===== config.mk =====
export PLATFORM = sky130hd
export DESIGN_NAME = robot_controller
export DESIGN_NICKNAME = d
export VERILOG_FILES = /design/src/rtl/robot_controller.sv
export SDC_FILE = /design/constraint.sdc
export NUM_CORES = 1
export LEC_CHECK = 0
export CORE_AREA = 2 2 39 41
export DETAILED_ROUTE_END_ITERATION = 7
export DIE_AREA = 0 0 41 43
export GPL_TIMING_DRIVEN = 0
export PLACE_DENSITY = 0.61
export SYNTH_ARGS = -nofsm -noshare
export SYNTH_HDL_FRONTEND = slang
export SYNTH_SLANG_ARGS = --single-unit

===== constraint.sdc =====
create_clock -name clock -period 1.6 [get_ports clock]
set_input_delay 0.16 -clock clock [delete_from_list [all_inputs] [get_ports clock]]
set_output_delay 0.16 -clock clock [all_outputs]
set_load 0.02 [all_outputs]

===== src/rtl/robot_controller.sv =====
// Wall-following robot controller: left-hand rule, trash removal, halt on target.
// Ports: clock/reset, sensors head/left/under/barrier, actions front/turn/remove.
module robot_controller #(
  parameter int REMOVE_CYCLES = 3,
  parameter int RTURN_CYCLES  = 3
) (
  input  logic clock,
  input  logic reset,
  input  logic head,
  input  logic left,
  input  logic under,
  input  logic barrier,
  output logic front,
  output logic turn,
  output logic remove
);

  typedef enum logic [2:0] {
    INIT,
    DECIDE,
    FWD,
    TURN_L,
    TURN_R,
    REMOVE,
    HALT
  } state_t;

  localparam logic [1:0] RT_LAST = 2'(RTURN_CYCLES - 1);
  localparam logic [1:0] RM_LAST = 2'(REMOVE_CYCLES - 1);

  state_t     state;
  state_t     state_nx;
  logic       follow;
  logic       follow_nx;
  logic       jtl;
  logic       jtl_nx;
  logic [1:0] cnt;
  logic [1:0] cnt_nx;

  always_ff @(posedge clock or posedge reset) begin
    if (reset) begin
      state  <= INIT;
      follow <= 1'b0;
      jtl    <= 1'b0;
      cnt    <= 2'd0;
    end else begin
      state  <= state_nx;
      follow <= follow_nx;
      jtl    <= jtl_nx;
      cnt    <= cnt_nx;
    end
  end

  always_comb begin
    state_nx  = state;
    follow_nx = follow;
    jtl_nx    = jtl;
    cnt_nx    = cnt;
    unique case (state)
      INIT: state_nx = DECIDE;
      DECIDE: begin
        cnt_nx = 2'd0;
        if (under) begin
          state_nx = HALT;
        end else if (barrier) begin
          state_nx = REMOVE;
        end else if (!follow && !left) begin
          // No wall yet: run straight until one shows up.
          if (!head) begin
            state_nx = FWD;
          end else begin
            state_nx  = TURN_R;
            follow_nx = 1'b1;
          end
        end else begin
          // Wall acquired (possibly this very cycle via left).
          follow_nx = 1'b1;
          if (!left && !jtl) begin
            state_nx = TURN_L;
            jtl_nx   = 1'b1;
          end else if (!head) begin
            state_nx = FWD;
            jtl_nx   = 1'b0;
          end else begin
            state_nx = TURN_R;
            jtl_nx   = 1'b0;
          end
        end
      end
      FWD:    state_nx = DECIDE;
      TURN_L: state_nx = DECIDE;
      TURN_R: begin
        if (cnt == RT_LAST) begin
          state_nx = DECIDE;
          cnt_nx   = 2'd0;
        end else begin
          cnt_nx = cnt + 2'd1;
        end
      end
      REMOVE: begin
        if (cnt == RM_LAST) begin
          state_nx = DECIDE;
          cnt_nx   = 2'd0;
        end else begin
          cnt_nx = cnt + 2'd1;
        end
      end
      HALT:    state_nx = HALT;
      default: state_nx = INIT;
    endcase
  end

  // Moore decode: async reset clears the actions without a clock edge.
  assign front  = (state == FWD);
  assign turn   = (state == TURN_L) || (state == TURN_R);
  assign remove = (state == REMOVE);

endmodule


==> flow_summary.yaml <==
routing:
  wl_per_cell_um: 9.072
  drc: 0
  wl_met2_um: 295
  antenna_left: 0
  dr.max_layer_used: "met3"
  drtIter0Drc: 5
  wl_um: 626
  drt-met1-wl_um: 306
  drt_first_pass_iters: 3
  vias_per_cell: 4.594
  wl_met3_um: 24
  routed-via-count: 317
synth:
  synth_top_area_cell: "dfrtp_1"
  ys_types: 24
  syn_area_per_cell_um2: 9.634
  synth_nets: 46
  async_flop_share: 1.000
  synth_edf_count: 0
  synthCells: 40
  syn_area_um2: 385.4
  synth_flop_cell: "dfrtp_1"
  ys_warn_count: 0
  netlist_top_cells_area: "dfrtp_1 (45%), a2bb2oi_1 (4.5%), inv_1 (3.9%)"
  ys_seq_area_frac: 0.4545
  synth_top_area_frac: 0.4545
  synth_seq_cells: 7
clocking:
  cts_buffer_depth: 2
  clk_pin_slew_ns: 0.05
  cts.sinks: 7
  cts_made_buffers: 3
  insertion_delay_ns: 0.24
  htreeDepth: 1
  cts_hold_buf: 0
  tritoncts: "done"
  root_buffer: "clkbuf_4"
grt:
  grt_pass1_wl_um: 1317
  grt_overflow: 0
  grt_pass1_vias: 338
  grt_max_degree: 9
  track_usage: 0.1078
  grt_antenna_before_repair: 0
layout:
  layout_commonest_cell: "dfrtp_1"
  syn_to_final_growth_pct: 34.09
  final_util: 0.3734
  final_nets: 60
  final_area_um2: 516.7
  n_antenna_cell: 0
  drive_above_1_share: 0.1887
  final_cell_mix: "dfrtp_1 (6), clkdlybuf4s50_1 (5), nor2_1 (4), inv_1 (4)"
power_and_ir_drop:
  vdd_drop_max_mv: 0.6525
  p_seq_frac: 0.369
  p_leak_nw: 0.2468
  p_int_uw: 569.0
  p_switching_uw: 321.9
  p_per_area_nw_per_um2: 1724
  clkPwrFrac: 0.171
  combinationalPowerShare: 0.459
  power_switching_share: 0.3613
place:
  dpl_cell_area_um2: 485.5
  dp_slack_ns: 0.03038
  io_buffers: 8
  gp_congestion: 0.6617
timing:
  setup_tns_ns: 0
  finalHoldViolations: 0
  slew_headroom: 0.8376
  worst_pin_slew_ns: 0.2405
  finalSetupViolations: 0
  skew_ns: 0.001754
  rsz0062_at_grt: "false"
  fin_ws_ns: 0.09060
  slew_violations: 0
  fin_crit_ns: 1.509
  period_share: 0.9434
  fmax_ghz: 0.6625
floorplan:
  num_io_pins: 9
  coreArea_um2: 1384
  die_h_um: 43
  die-area_um2: 1763
  die_w_um: 41
  start_util: 0.2785
  row_count: 14
critical_path:
  crit_fanout: 7
  r2r_slack_ns: 0.09
  end_kind: "register"
  setup.worst_path.class: "reg -> reg"
  critPathLaunchType: "register"
  crit_arrival_ns: 1.67
  crit_required_ns: 1.76
job:
  cap_violations: 0
hold_path:
  hold_path_class: "in -> async"
outcome:
  status: "finished, final reports clean"
[cell type report]
cell class	instances	area (µm²)
Fill cell	139	867.1
Inverter	4	15.01
Sequential cell	7	176.4
Timing Repair Buffer	9	83.83
Clock buffer	4	26.28
Buffer	1	5.005
Tap cell	16	20.02
Multi-Input combinational cell	28	190.2
[cell usage after synthesis (2+ instances only)]
library cell / count
dfrtp_1: 7
a2bb2oi_1: 2
nand2b_1: 2
nor2_1: 4
nand2_1: 2
o21bai_1: 2
inv_1: 4
[metal layers]
layer  up-vias  GRT usage
li1        170          -
met1       142     0.1544
met2         5     0.1500
met3         0    0.04712
met4         0    0.02000
met5         -          0
[worst paths after layout]
check | startpoint | end | depth (start not counted)
worst max register to register | state[2]$_DFFE_PP0P_ | follow$_DFFE_PP0P_ | 4
worst min register to register | follow$_DFFE_PP0P_ | follow$_DFFE_PP0P_ | 1
worst max-delay path | state[2]$_DFFE_PP0P_ | follow$_DFFE_PP0P_ | 4
worst min-delay path | reset | cnt[1]$_DFFE_PP0P_ | 2
min in group clock | follow$_DFFE_PP0P_ | follow$_DFFE_PP0P_ | 1
max in group asynchronous | reset | state[2]$_DFFE_PP0P_ | 2
[through the flow]
stage | cells | power [mW] | hold slack, ns
final | 69 | 0.8909 | 0.1450
after global routing | 69 | 0.9818 | 0.1628
after CTS | 68 | 0.8858 | 0.1497
after detailed placement | 64 | 0.7518 | 0.4128
after global placement | 64 | 0.7501 | 0.4019
after floorplan | 40 | 0.6152 | -0.03660
[sequential cells by signal, indices dropped and copies added, names as in the netlist]
signal	count
jtl	1
follow	1
state	3
cnt	2
[power by group through the flow]
stage / Combinational, mW / Clock, mW / Sequential, mW
6_report: 0.409 / 0.153 / 0.329
5_1_grt: 0.460 / 0.174 / 0.348
3_3_place_gp: 0.418 / 0 / 0.332
3_5_place_dp: 0.420 / 0 / 0.332
2_1_floorplan: 0.300 / 0 / 0.315
4_1_cts: 0.396 / 0.160 / 0.330
[what timing repair did]
action                                  CTS  global route
endpoints found under the setup margin    3             2
setup buffers                             0             1
resized for setup                         3             1
[critical path, cell delays in order, from the launching register on]
cell	delay [ns]
dfrtp_2	0.43
or3b_1	0.36
buf_2	0.15
or3_1	0.33
o21bai_1	0.15
[kinds of logic (layout without fill, tap and decap cells)]
group / after synthesis / in the layout / share of synthesized area
buf+inv: 5 / 18 / 0.05192
compound gates: 14 / 14 / 0.2695
simple gates: 13 / 13 / 0.1948
flops: 7 / 7 / 0.4546
mux: 1 / 1 / 0.02922
Note: power is estimated with default switching activity, not from simulation.
==> variant: new RTL, config.mk and constraints unchanged <==
The 7 states of `state_t` get a Gray code encoding in 3 bits.
--- a/src/rtl/robot_controller.sv
+++ b/src/rtl/robot_controller.sv
@@ -16,13 +16,13 @@
 );
 
   typedef enum logic [2:0] {
-    INIT,
-    DECIDE,
-    FWD,
-    TURN_L,
-    TURN_R,
-    REMOVE,
-    HALT
+    INIT   = 3'b000,
+    DECIDE = 3'b001,
+    FWD    = 3'b011,
+    TURN_L = 3'b010,
+    TURN_R = 3'b110,
+    REMOVE = 3'b111,
+    HALT   = 3'b101
   } state_t;
 
   localparam logic [1:0] RT_LAST = 2'(RTURN_CYCLES - 1);
Function: same outputs for any inputs over 10 cycles, from zero or initial values and one cycle with reset high; not proved beyond that.
==> variant against the original RTL <==
  * Sequential power is 1% higher
  * Register-to-register slack better by 310 ps
  * Setup slack better by 67 ps
  * Routed wire length is 20% higher
  * Cell area is 5.8% higher
  * Via count is 3.8% higher
  * Synthesized cell count is 2.5% higher
  * Combinational power is 13% higher
  * Area after synthesis is 10% higher
  * Sequential cell count stayed put
  * Power is 6.6% higher
  * Highest routed layer is now met4
==> variant: results (changes against the original RTL) <==
synthesis:
  synth_compound_area_frac: 0.145  # -0.125
  syn_area_per_cell_um2: 10.3  # +7.4%
  ys_seq_area_frac: 0.413  # -0.0416
  synth.area.mux_share: 0.0973  # +0.0681
  synthArstFlopShare: 1.00  # unchanged
  synth_common_cells: "dfrtp_1, nand2_1, mux2i_1, nand2b_1, nor2_1"
  yosysWarnings: 0  # unchanged
  synth_fa_ha_area_frac: 0  # unchanged
  synth.area.top_cells: "dfrtp_1, mux2i_1, nand2_1"
  syn_nets: 47  # +2.2%
power_and_ir_drop:
  irDropWorstVdd_mv: 0.720  # +10%
  p_sw_frac: 0.382  # +0.0208
  power_leakage_nw: 0.236  # -4.2%
critical_path:
  worstSetupStartpoint: "state[1]$_DFFE_PP0P_"
  r2r_start: "state[0]$_DFFE_PP0P_"
  critical_path_peak_fanout: 10  # +3
  r2r_slack_ps: 400  # +310 ps
  crit_end: "remove"
  r2r_end: "state[0]$_DFFE_PP0P_"
  rr_worst_depth: 3  # -1
  cp.arrival_ps: 1280  # -390 ps
cts:
  clk_latency_ps: 240  # about the same
  clk_path_buf_depth: 2  # unchanged
  cts_root_buf: "clkbuf_4"
  path_clk_slew_ps: 50  # about the same
cells_and_area:
  drive_gt1_frac: 0.208  # +0.0189
  reg_top3: "state: 3 flops, cnt: 2 flops"
  n_fill_cell: 142  # +2.2%
  areaGrowthSynthToFinish_pct: 28.9
placed_design:
  dpl.cell_count: 65  # +1.6%
  gp_congestion: 0.726  # +9.7%
  placed_cell_area_um2: 524  # +8.0%
route:
  route.vias.total: 329  # +3.8%
  wl_per_cell_um: 10.9  # +20%
  vias_per_cell: 4.77  # +3.8%
  drt_iter0_markers: 4  # -1
  first_pass_iters: 3  # unchanged
sta:
  finalHoldViolCount: 0  # unchanged
  finClkSkew_ps: 0.160  # -1.59 ps
  slew_headroom: 0.810  # -0.0275
status:
  status: "finished clean"
grt:
  grt_pass1_wl_mm: 1.37  # +3.7%
  grt_max_degree: 11  # +2
  grt_use_total: 0.116  # +0.00821
## variant: cells by family after synthesis
| kind of cell | Yosys count |
|---|---|
| and+or+nand+nor | 19 |
| AOI/OAI and AO/OA | 8 |
| DFF | 7 |
| muxes | 4 |
| buffers and inverters | 3 |
## variant: power groups by stage
stage	registers, mW	clock network (mW)	logic [mW]
floorplan	0.321	0	0.369
global placement	0.333	0	0.467
detailed placement	0.336	0	0.475
CTS	0.333	0.162	0.467
global route	0.346	0.175	0.518
finish	0.333	0.153	0.464
## variant: critical path, stage by stage (launching register included)
cell and delay (ps):
dfrtp_1 370, buf_4 170, and3_2 190, dlygate4sd2_1 310
## variant: final cells by class
cell class	instances	share of cell area
tap	16	0.0366
timing repair buffer	8	0.140
buffer	2	0.0343
inverter	1	0.00686
sequential	7	0.320
multi-input combinational	31	0.414
clock buffer	4	0.0481
## variant: through the flow
stage	power (mW)	worst slack, ps
floorplan	0.690	491
global placement	0.801	202
detailed placement	0.811	190
CTS	0.961	148
global route	1.04	108
finish	0.950	157
## variant: worst min-delay path by stage
stage                     slack [ps]  cells past startpoint              endpoint   from
after floorplan                  -40                      1    cnt[0]$_DFFE_PP0P_  reset
after global placement           410                      2    follow$_DFFE_PP0P_  reset
after detailed placement         410                      2    follow$_DFFE_PP0P_  reset
after CTS                        140                      2    follow$_DFFE_PP0P_  reset
after global routing             170                      2  state[0]$_DFFE_PP0P_  reset
final                            140                      2       jtl$_DFFE_PP0P_  reset
## variant: timing repair
item                       CTS  global route
hold buffers                 0             0
setup endpoints to repair    3             0
gates resized for setup      3             0
## variant: metal layers
metal	GRT usage	vias up	wire [µm]
met5	0	-	0
met4	0.0400	0	13
met3	0.0628	2	29
met2	0.166	8	338
met1	0.144	150	372
li1	-	169	-
